### src/rtl/clk_pkg.sv
// clk_pkg: shared repeat-FSM encoding and BCD/12h display helpers for the clock datapath
package clk_pkg;
  typedef enum logic [1:0] {IDLE, WAIT, RPT} rep_state_t;
  function automatic logic [7:0] bin2bcd2(input logic [6:0] v);
    logic [6:0] t;
    t = v / 7'd10;
    return {t[3:0], 4'(v - t * 7'd10)};
  endfunction
  function automatic logic [6:0] to12h(input logic [6:0] v);
    return v == 7'd0 ? 7'd12 : v > 7'd12 ? v - 7'd12 : v;
  endfunction
endpackage

### src/rtl/btn_repeat.sv
// btn_repeat: turns held INC/DEC levels into single-cycle step pulses with delayed auto-repeat
module btn_repeat import clk_pkg::*; #(
  parameter int REP_DLY = 5,
  parameter int REP_DIV = 2
) (
  input  logic CLK,
  input  logic RST,
  input  logic INC,
  input  logic DEC,
  input  logic TICK,
  output logic step_up,
  output logic step_dn
);
  rep_state_t st, st_n;
  logic up, up_n, inc_q, dec_q, act;
  logic [15:0] tcnt, tcnt_n, tnext;
  assign act = up ? INC : DEC;
  assign tnext = tcnt + 16'd1;
  always_comb begin
    st_n = st;
    up_n = up;
    tcnt_n = tcnt;
    step_up = 1'b0;
    step_dn = 1'b0;
    if (INC && DEC) begin
      st_n = IDLE;
      tcnt_n = '0;
    end else if (st == IDLE) begin
      if (INC && !inc_q) begin
        st_n = WAIT;
        up_n = 1'b1;
        step_up = 1'b1;
        tcnt_n = '0;
      end else if (DEC && !dec_q) begin
        st_n = WAIT;
        up_n = 1'b0;
        step_dn = 1'b1;
        tcnt_n = '0;
      end
    end else if (!act) begin
      st_n = IDLE;
      tcnt_n = '0;
    end else if (TICK) begin
      if (tnext == 16'(st == WAIT ? REP_DLY : REP_DIV)) begin
        st_n = RPT;
        tcnt_n = '0;
        step_up = up;
        step_dn = !up;
      end else tcnt_n = tnext;
    end
  end
  // edge-detect flops track the buttons even in reset so a button held through reset does not step
  always_ff @(posedge CLK) begin
    inc_q <= INC;
    dec_q <= DEC;
    if (RST) begin
      st <= IDLE;
      up <= 1'b1;
      tcnt <= '0;
    end else begin
      st <= st_n;
      up <= up_n;
      tcnt <= tcnt_n;
    end
  end
endmodule

### src/rtl/bcd_mod_counter.sv
// bcd_mod_counter: modulo-N carry-chained counter with manual set, preset load and BCD / 12h display outputs
module bcd_mod_counter import clk_pkg::*; #(
  parameter int MODULUS = 24,
  parameter int REP_DLY = 5,
  parameter int REP_DIV = 2,
  parameter int EN_12H  = 1
) (
  input  logic       CLK,
  input  logic       RST,
  input  logic       EN,
  input  logic       INC,
  input  logic       DEC,
  input  logic       TICK,
  input  logic       LOAD,
  input  logic [3:0] LDH,
  input  logic [3:0] LDL,
  input  logic       MODE12,
  output logic [3:0] QH,
  output logic [3:0] QL,
  output logic       PM,
  output logic       CO,
  output logic       LDERR
);
  localparam int W = $clog2(MODULUS);
  localparam logic [W-1:0] MAX = W'(MODULUS - 1);
  logic [W-1:0] cnt, cnt_n;
  logic co_n, lderr_n, step_up, step_dn, m12, ld_ok;
  logic [7:0] ld_val;
  logic [6:0] disp;
  btn_repeat #(.REP_DLY(REP_DLY), .REP_DIV(REP_DIV)) u_rep (
    .CLK(CLK), .RST(RST), .INC(INC), .DEC(DEC), .TICK(TICK), .step_up(step_up), .step_dn(step_dn)
  );
  assign m12 = (EN_12H != 0) && (MODULUS == 24) && MODE12;
  assign ld_val = 8'(LDH) * 8'd10 + 8'(LDL);
  assign ld_ok = (LDL <= 4'd9) && (ld_val < 8'(MODULUS));
  assign disp = m12 ? to12h(7'(cnt)) : 7'(cnt);
  // a down step coinciding with EN cancels out; an up step merges with EN into one increment
  always_comb begin
    cnt_n = cnt;
    co_n = 1'b0;
    lderr_n = 1'b0;
    if (LOAD) begin
      cnt_n = ld_ok ? ld_val[W-1:0] : cnt;
      lderr_n = !ld_ok;
    end else if (step_dn) cnt_n = EN ? cnt : (cnt == '0 ? MAX : cnt - W'(1));
    else if (step_up || EN) begin
      cnt_n = cnt == MAX ? '0 : cnt + W'(1);
      co_n = EN && cnt == MAX;
    end
  end
  always_ff @(posedge CLK) begin
    if (RST) begin
      cnt <= '0;
      CO <= 1'b0;
      LDERR <= 1'b0;
      {QH, QL} <= m12 ? 8'h12 : 8'h00;
      PM <= 1'b0;
    end else begin
      cnt <= cnt_n;
      CO <= co_n;
      LDERR <= lderr_n;
      {QH, QL} <= bin2bcd2(disp);
      PM <= m12 && 7'(cnt) >= 7'd12;
    end
  end
endmodule

### config.mk
export PLATFORM = sky130hd
export DESIGN_NAME = bcd_mod_counter
export DESIGN_NICKNAME = d
export VERILOG_FILES = /design/src/rtl/clk_pkg.sv /design/src/rtl/btn_repeat.sv /design/src/rtl/bcd_mod_counter.sv
export SDC_FILE = /design/constraint.sdc
export NUM_CORES = 1
export LEC_CHECK = 0
export ABC_AREA = 1
export ABC_CLOCK_PERIOD_IN_PS = 4200
export CORE_MARGIN = 5
export CORE_UTILIZATION = 50
export DETAILED_ROUTE_END_ITERATION = 6
export MAX_ROUTING_LAYER = met4
export PLACE_DENSITY = 0.77
export SETUP_SLACK_MARGIN = 0.4
export SYNTH_ARGS = -nofsm -noshare
export SYNTH_HDL_FRONTEND = slang
export SYNTH_SLANG_ARGS = --single-unit
export TNS_END_PERCENT = 5
### constraint.sdc
create_clock -name CLK -period 4.2 [get_ports CLK]
set_input_delay 1.05 -clock CLK [delete_from_list [all_inputs] [get_ports CLK]]
set_output_delay 1.05 -clock CLK [all_outputs]
set_load 0.01 [all_outputs]
==> results of run 1 <==
## metrics by stage
step | power, uW | cells
finish | 1073 | 541
global route | 1154 | 541
CTS | 1060 | 538
detailed placement | 803.0 | 530
global placement | 786.4 | 530
floorplan | 679.7 | 435
## where the power goes
| part | switching, uW | internal [uW] | total, uW |
|---|---|---|---|
| logic | 234 | 174 | 408 |
| clock network | 141 | 115 | 256 |
| registers | 24.9 | 385 | 410 |
| total | 400 | 673 | 1070 |
## kinds of logic (layout without fill, tap and decap cells)
logic type,Yosys count,count (layout)
AOI/OAI and AO/OA,44,44
xor gates and xnor gates,7,7
adders and majority gates,22,22
buffers and inverters,70,104
DFF,37,37
other,1,1
and+or+nand+nor,254,254
## layout make-up
cell class                      count  area, um^2  area share, %
Timing Repair Buffer               32       300.3          9.324
Inverter                           64       240.2          7.459
Tap cell                           72       90.09          2.797
Sequential cell                    37       745.7          23.15
Clock inverter                      3       17.52         0.5439
Clock buffer                        5       68.82          2.137
Multi-Input combinational cell    328        1758          54.58
## cell usage after synthesis, types with 2 or more instances
cell,n,area (um^2)
sky130_fd_sc_hd__fa_1,3,60.06
sky130_fd_sc_hd__nand3_1,39,195.2
sky130_fd_sc_hd__nand2_4,3,33.78
sky130_fd_sc_hd__nand3b_1,2,15.01
sky130_fd_sc_hd__nor2_1,47,176.4
sky130_fd_sc_hd__nand3_2,3,30.03
sky130_fd_sc_hd__xor2_1,6,52.55
sky130_fd_sc_hd__or2_2,5,31.28
sky130_fd_sc_hd__inv_1,58,217.7
sky130_fd_sc_hd__buf_4,2,15.01
sky130_fd_sc_hd__nand2_2,2,12.51
sky130_fd_sc_hd__nand2_1,132,495.5
sky130_fd_sc_hd__nand4_1,11,68.82
sky130_fd_sc_hd__o21ai_0,15,75.07
sky130_fd_sc_hd__ha_1,19,237.7
sky130_fd_sc_hd__a21oi_1,20,100.1
sky130_fd_sc_hd__nor3_1,3,15.01
sky130_fd_sc_hd__nor2_2,4,25.02
sky130_fd_sc_hd__clkbuf_1,3,11.26
sky130_fd_sc_hd__inv_2,3,11.26
sky130_fd_sc_hd__o211ai_1,2,15.01
sky130_fd_sc_hd__a211oi_1,3,22.52
sky130_fd_sc_hd__clkinv_1,3,11.26
sky130_fd_sc_hd__dfxtp_1,37,740.7
## worst reg2reg max path: cells and delay by family (launching register included)
| family | cells | cell delay [ns] |
|---|---|---|
| XOR/XNOR | 3 | 0.50 |
| AND/OR/NAND/NOR | 6 | 0.54 |
| adder cells (fa/ha/maj) | 5 | 1.31 |
| flip-flops | 1 | 0.42 |
| AO/OA/AOI/OAI | 4 | 0.54 |
| buffers and inverters | 2 | 0.17 |
## sequential cells by signal, indices dropped and copies added, names as in the netlist
register,cells
u_rep.up,1
u_rep.tcnt,16
cnt,5
u_rep.inc_q,1
QL,4
PM,1
LDERR,1
u_rep.dec_q,1
QH,4
u_rep.st,2
CO,1
## cell usage in the layout (no fill, tap or decap), types with 2 or more instances in the layout
cell                              count
sky130_fd_sc_hd__nand2_1            131
sky130_fd_sc_hd__inv_1               54
sky130_fd_sc_hd__nor2_1              45
sky130_fd_sc_hd__nand3_1             39
sky130_fd_sc_hd__dfxtp_1             35
sky130_fd_sc_hd__clkdlybuf4s50_1     25
sky130_fd_sc_hd__a21oi_1             20
sky130_fd_sc_hd__ha_1                18
sky130_fd_sc_hd__o21ai_0             14
sky130_fd_sc_hd__nand4_1             11
sky130_fd_sc_hd__inv_2                7
sky130_fd_sc_hd__nor2_2               6
sky130_fd_sc_hd__buf_4                6
sky130_fd_sc_hd__xor2_1               5
sky130_fd_sc_hd__clkbuf_8             5
sky130_fd_sc_hd__or2_2                4
sky130_fd_sc_hd__nand2_2              3
sky130_fd_sc_hd__clkinv_1             3
sky130_fd_sc_hd__a211oi_1             3
sky130_fd_sc_hd__nor3_1               3
sky130_fd_sc_hd__nand3_2              3
sky130_fd_sc_hd__nand2_4              3
sky130_fd_sc_hd__fa_1                 3
sky130_fd_sc_hd__o211ai_1             2
sky130_fd_sc_hd__nand3b_1             2
sky130_fd_sc_hd__clkinv_2             2
## worst max path at each step
stage	slack, ns	from	to	cells past startpoint
floorplan	0.62	MODE12	QL[3]$_SDFF_PP0_	17
global placement	0.07	MODE12	QL[3]$_SDFF_PP0_	18
detailed placement	-0.1	MODE12	QL[3]$_SDFF_PP0_	18
CTS	0.45	cnt[0]$_SDFFE_PP0P_	QL[3]$_SDFF_PP0_	20
global route	0.37	cnt[0]$_SDFFE_PP0P_	QL[3]$_SDFF_PP0_	22
finish	0.61	MODE12	QL[3]$_SDFF_PP0_	19
## repair_timing
action	4_1_cts	5_1_grt
pin swaps	1	1
hold endpoints to repair	0	0
buffers inserted	0	3
endpoints found under the setup margin	1	2
resized for setup	2	15
## layer usage
layer / vias up / share of wire (%) / global-route usage, %
met4: 0 / 2.0 / 5.994
met5: - / 0 / -
met1: 1257 / 44 / 21.34
met3: 15 / 3.0 / 3.140
li1: 1448 / - / -
met2: 46 / 51 / 32.35
==> key figures, run 1 <==
Run status
  • Result of the run: finished clean

Placed design
  • Area of placed instances: 3092 um^2
  • Placed wire-length estimate after detailed placement: 4.559 mm
  • Final weighted congestion in routability-driven placement: 0.8902
  • Worst slack, placed: -0.09931 ns
  • Port buffer count: 26

Critical path
  • Crit Reg-Reg Endpoint: QL[3]$_SDFF_PP0_
  • Crit Path Class: in2reg
  • Crit-path slowest cell: sky130_fd_sc_hd__fa_1
  • Required time of the critical path: 4.39 ns
  • Critical path launch point type: primary input
  • Number of buffer and inverter instances along the worst setup path: 4
  • CP Data Arrival Time: 3.77 ns
  • Cell breakdown of the critical path: clkbuf_2 > inv_1 > nor2_2 > inv_1 > o211ai_1 > inv_1 > ha_1 > nand2_1 > nand2_1 > ha_1 > nand3b_1 > o21ai_0 > a21oi_1 > a21o_1 > ha_1 > fa_1 > xor2_1 > xnor2_1 > nor2_1
  • Largest stage delay on the critical path: 0.37 ns
  • Family with the most delay on the worst path: adder cells
  • Worst R2R Start: cnt[0]$_SDFFE_PP0P_
  • Element type at the critical path end: flop
  • Peak fanout along the critical path: 4
  • Reg2Reg Setup Slack: 0.62 ns
  • Depth of the most critical reg-to-reg path: 20

Synth
  • #FFs+latches synth: 37
  • Area share of xor/xnor cells in the synthesized design: 2.229%
  • Synthesized area per cell: 6.322 um^2
  • Number of enable flip-flop cells after synthesis: 0
  • Fraction of registers with async set or reset after synthesis: 0%
  • Simple logic cell fraction of the synthesized area: 41.13%
  • Portion of the post-synthesis area used by sequential elements: 26.93%
  • Yosys cell types: 34
  • Compound-Gate Fraction of Synth Area: 8.872%
  • Total nets after synthesis: 473
  • Warnings, synthesis: 0
  • Cell area after synthesis: 2750 um^2
  • Count of mapped cells out of synthesis: 435
  • Largest family of logic cells by synthesized area: simple AND/OR/NAND/NOR gates
  • Mux contribution to synthesized area: 0%
  • Most used flip-flop cell after synthesis: sky130_fd_sc_hd__dfxtp_1
  • Fraction of the mapped netlist area in adder cells: 10.83%

Min path
  • Worst Hold Path EP: u_rep.tcnt[15]$_SDFFE_PP0P_
  • WHS Path Cells: 2
  • Worst min path class: reg2reg
  • Beginning of the worst hold path: u_rep.tcnt[15]$_SDFFE_PP0P_

Routing
  • First drt pass iteration count: 5
  • Starting DRC count in detailed routing: 155
  • Routed vias: 2,766
  • Remaining design rule violation count: 0
  • Via-to-Cell Ratio: 5.113
  • Number of nets with antenna violations after detailed routing: 0
  • WL per Instance: 11.62 um
  • Total wire length: 6.286 mm

Clock network
  • Number of buffers added to fix hold violations after cts: 0
  • Root buffer cell: sky130_fd_sc_hd__clkbuf_8
  • H-tree depth: 2
  • CTS Buf Count: 5
  • Clock Latency Late Sink: 0.29 ns
  • Register clock-pin slew on the reported worst setup and hold paths: 0.08 ns
  • Maximum count of clock buffers along a single path: 2
  • Sinks on the clock net: 37
  • Clock tree from TritonCTS: yes

STA
  • Setup tns final: 0 ns
  • Number of pins exceeding their max-slew limit in the final report: 0
  • Smallest hold slack: 0.4800 ns
  • Final setup vio count: 0
  • Highest achievable clock rate: 278.6 MHz
  • Final Skew: 0.007704 ns
  • Final Critical Period: 3.589 ns
  • Final Hold Fails: 0
  • Setup repair after global routing missed its margin: false
  • Minimum setup slack in the final design: 0.6105 ns
  • Final worst path period share: 85.46%
  • Worst slew slack as a fraction of its limit: 58.42%
  • Slew at the pin closest to its max-slew limit: 0.6221 ns

Cells and area
  • Area growth syn-to-layout: 17.11%
  • Layout Nets: 506
  • Number of filler cells placed in the layout: 523
  • Layout cell share with drive strength beyond 1: 10.02%
  • Post-layout util: 59.21%
  • Antenna diode count: 0
  • Finished layout cell area: 3221 um^2

Die
  • Die ar.: 7084 um^2
  • IO Pins: 27
  • Number of rows in the core area: 27
  • Core outline area: 5439 um^2
  • Chip width: 84.17 um
  • Chip Height: 84.17 um
  • Initial cell density of the core: 50.56%

Global route
  • Total routing resource utilization after global routing: 18.47%
  • Total gr overflow: 0
  • First-pass GRT wire length: 10.82 mm
  • Via count of the first global-routing pass: 2,569
  • Largest net degree at the start of global routing: 18
  • Number of antenna violations at the first check in global routing: 0

Pwr
  • Static Leakage: 0.001515 uW
  • Max IR drop VDD: 0.1847 mV
  • Ratio of total power to cell area: 333.2 nW/um^2

Flow run
  • Number of violations of the max-capacitance limit: 0
No activity file was read; power rests on OpenSTA's default activity.
==> run 2, diff against run 1 <==
Settings changed: REMOVE_ABC_BUFFERS set to 1.
==> run 2 against run 1 <==
First-iteration DRC count up 3.2%. Cell area up 3.9%. Die area unchanged. Register-to-register slack worse by 0.05 ns. Critical path depth down 1. Clock-buffer cell count unchanged. Non-clock buffer count up 8. Critical path type unchanged. Highest routed layer unchanged.
==> key figures, run 2 (same netlist as run 1, synthesis figures left out) <==
Run status
  • Result of the run: finished clean

Routing
  • Via-to-Cell Ratio: 5.064 (-0.96%)
  • First drt pass iteration count: 5 (unchanged)
  • Number of nets with antenna violations after detailed routing: 0 (unchanged)
  • Remaining design rule violation count: 0 (unchanged)
  • Starting DRC count in detailed routing: 160 (+3.2%)
  • Routed vias: 2,780 (+0.51%)
  • Total wire length: 6.331 mm (+0.72%)
  • WL per Instance: 11.53 um (-0.75%)

Cells and area
  • Layout cell share with drive strength beyond 1: 12.16% (+2.1 points)
  • Number of filler cells placed in the layout: 493 (-5.7%)
  • Max reg flops: 16 (unchanged)
  • Top library cells by usage in the layout, fill and taps aside: sky130_fd_sc_hd__nand2_1 (131), sky130_fd_sc_hd__inv_1 (53), sky130_fd_sc_hd__nor2_1 (45)
  • Post-layout util: 61.51% (+2.3 points)
  • Finished layout cell area: 3346 um^2 (+3.9%)
  • Largest registers in the final layout: u_rep.tcnt x16, cnt x5
  • Leading cell type in the layout, fill and taps excluded: sky130_fd_sc_hd__nand2_1
  • Area growth syn-to-layout: 21.66%
  • Antenna diode count: 0 (unchanged)
  • Layout Nets: 514 (+1.6%)
  • Largest register by flop count: u_rep.tcnt

Global route
  • Total routing resource utilization after global routing: 18.58% (+0.11 points)
  • First-pass GRT wire length: 10.72 mm (-0.90%)
  • Via count of the first global-routing pass: 2,555 (-0.54%)
  • Total gr overflow: 0 (unchanged)
  • Number of antenna violations at the first check in global routing: 0 (unchanged)
  • Largest net degree at the start of global routing: 18 (unchanged)

Pwr
  • Power dissipated by switching net loads: 413.9 uW (+3.6%)
  • Fraction of power consumed by the clock network: 30.3% (+6.5 points)
  • Part of the power in combinational logic: 36.8% (-1.2 points)
  • Net switching fraction of the power: 33.32% (-3.9 points)
  • Relative contribution of sequential cells to total power: 33.0% (-5.2 points)
  • Ratio of total power to cell area: 371.2 nW/um^2 (+11%)
  • Max IR drop VDD: 0.2549 mV (+38%)
  • Internal power of the cells: 828.1 uW (+23%)
  • Static Leakage: 0.001585 uW (+4.6%)

Placed design
  • Placed wire-length estimate after detailed placement: 4.602 mm (+0.94%)
  • Port buffer count: 26 (unchanged)
  • Area of placed instances: 3092 um^2 (unchanged)
  • Final weighted congestion in routability-driven placement: 0.8814 (-0.99%)

STA
  • Worst slew slack as a fraction of its limit: 59.48% (+1.1 points)
  • Final Critical Period: 3.637 ns (+0.04713 ns)
  • Slew at the pin closest to its max-slew limit: 0.6063 ns (-0.01586 ns)
  • Final worst path period share: 86.59% (+1.1 points)
  • Final Skew: 0.006501 ns (-0.001202 ns)
  • Final Hold Fails: 0 (unchanged)
  • Final setup vio count: 0 (unchanged)
  • Highest achievable clock rate: 275.0 MHz (-1.3%)
  • Setup repair after global routing missed its margin: false
  • Number of pins exceeding their max-slew limit in the final report: 0 (unchanged)

Die
  • Die ar.: 7084 um^2 (unchanged)
  • Chip Height: 84.17 um (unchanged)
  • Chip width: 84.17 um (unchanged)
  • Number of rows in the core area: 27 (unchanged)
  • Core outline area: 5439 um^2 (unchanged)
  • IO Pins: 27 (unchanged)
  • Initial cell density of the core: 50.56% (unchanged)

Critical path
  • Crit Path Class: in2reg
  • Element type at the critical path end: flop
  • CP Data Arrival Time: 3.82 ns (+0.05 ns)
  • Required time of the critical path: 4.38 ns (about the same)
  • Critical path launch point type: primary input
  • Peak fanout along the critical path: 4 (unchanged)

Clock network
  • Clock tree from TritonCTS: yes
  • Register clock-pin slew on the reported worst setup and hold paths: 0.08 ns (about the same)
  • Maximum count of clock buffers along a single path: 2 (unchanged)
  • Sinks on the clock net: 37 (unchanged)
  • Root buffer cell: sky130_fd_sc_hd__clkbuf_8
  • H-tree depth: 2 (unchanged)
  • CTS Buf Count: 5 (unchanged)
  • Clock Latency Late Sink: 0.30 ns (about the same)

Min path
  • Worst min path class: reg2reg

Flow run
  • Number of violations of the max-capacitance limit: 0 (unchanged)
## run 2: changes by cell type in the layout (fill, tap and decap cells not counted)
cell and change:
sky130_fd_sc_hd__buf_4 +8, sky130_fd_sc_hd__bufinv_16 +2, sky130_fd_sc_hd__clkinv_2 -1, sky130_fd_sc_hd__clkinvlp_4 -1
sky130_fd_sc_hd__dfxtp_1 -1, sky130_fd_sc_hd__dfxtp_2 +1, sky130_fd_sc_hd__ha_2 -1, sky130_fd_sc_hd__ha_4 +1
sky130_fd_sc_hd__inv_1 -1, sky130_fd_sc_hd__inv_4 +1, sky130_fd_sc_hd__o21ai_1 -1, sky130_fd_sc_hd__o21ai_2 +1
## run 2: what timing repair did
| action | in CTS | in global routing |
|---|---|---|
| hold buffers | 0 | 0 |
| resized for setup | 2 | 20 |
| pin swaps | 0 | 3 |
| endpoints found under the hold margin | 0 | 0 |
| setup buffers | 9 | 2 |
| setup endpoints to repair | 1 | 2 |
## run 2: worst max-delay path, stage by stage
cell                       delay (ns)
sky130_fd_sc_hd__clkbuf_2        0.12
sky130_fd_sc_hd__nand2_2         0.11
sky130_fd_sc_hd__xor2_2          0.23
sky130_fd_sc_hd__or2_4           0.19
sky130_fd_sc_hd__inv_1           0.07
sky130_fd_sc_hd__ha_1            0.23
sky130_fd_sc_hd__nand2_1         0.08
sky130_fd_sc_hd__nand2_1         0.08
sky130_fd_sc_hd__ha_1            0.31
sky130_fd_sc_hd__nand3b_1        0.07
sky130_fd_sc_hd__o21ai_0         0.07
sky130_fd_sc_hd__a21oi_1         0.10
sky130_fd_sc_hd__a21o_1          0.18
sky130_fd_sc_hd__ha_1            0.20
sky130_fd_sc_hd__fa_1            0.37
sky130_fd_sc_hd__xor2_1          0.16
sky130_fd_sc_hd__xnor2_1         0.15
sky130_fd_sc_hd__nor2_1          0.05
## run 2: power by group through the flow
| stage | sequential [uW] | combinational, uW | clock (uW) |
|---|---|---|---|
| after floorplan | 420 | 256 | 0 |
| after global placement | 414 | 380 | 0 |
| after detailed placement | 415 | 395 | 0 |
| after CTS | 406 | 427 | 382 |
| after global routing | 415 | 511 | 399 |
| final | 409 | 457 | 376 |
## run 2: path summary, 6_finish.rpt
kind	start	endpoint	slack (ns)	cells after the start
worst max-delay path	MODE12	QL[3]$_SDFF_PP0_	0.56	18
worst min-delay path	u_rep.st[0]$_SDFFE_PP0P_	u_rep.st[0]$_SDFFE_PP0P_	0.49	2
worst max register to register	cnt[0]$_SDFFE_PP0P_	QL[3]$_SDFF_PP0_	0.57	22
worst min register to register	u_rep.st[0]$_SDFFE_PP0P_	u_rep.st[0]$_SDFFE_PP0P_	0.49	2
## run 2: per-stage QoR
stage               setup WS, ns  hold WS [ns]  power [uW]  TNS [ns]  instances
floorplan                 0.6368        0.4550       676.0         0        429
global placement         0.07417        0.4630       794.6         0        530
detailed placement       -0.1177        0.4706       809.8   -0.1177        530
CTS                       0.4172        0.4829        1216         0        547
global route              0.3583        0.5213        1325         0        549
finish                    0.5634        0.4852        1242         0        549
## run 2: routing by layer
metal | GRT usage [%] | routed length, um | vias up
met5 | - | 0 | -
met4 | 6.140 | 89 | 0
li1 | - | - | 1465
met3 | 3.925 | 291 | 9
met2 | 32.35 | 3223 | 57
met1 | 21.12 | 2728 | 1249
## run 2: final cells by class
class | instances | area, um^2 | area share (%)
multi-input combinational | 328 | 1772 | 52.95
timing repair buffer | 40 | 360.3 | 10.77
tap | 72 | 90.09 | 2.693
clock buffer | 5 | 68.82 | 2.057
clock inverter | 3 | 65.06 | 1.945
sequential | 37 | 747.0 | 22.33
inverter | 64 | 242.7 | 7.255
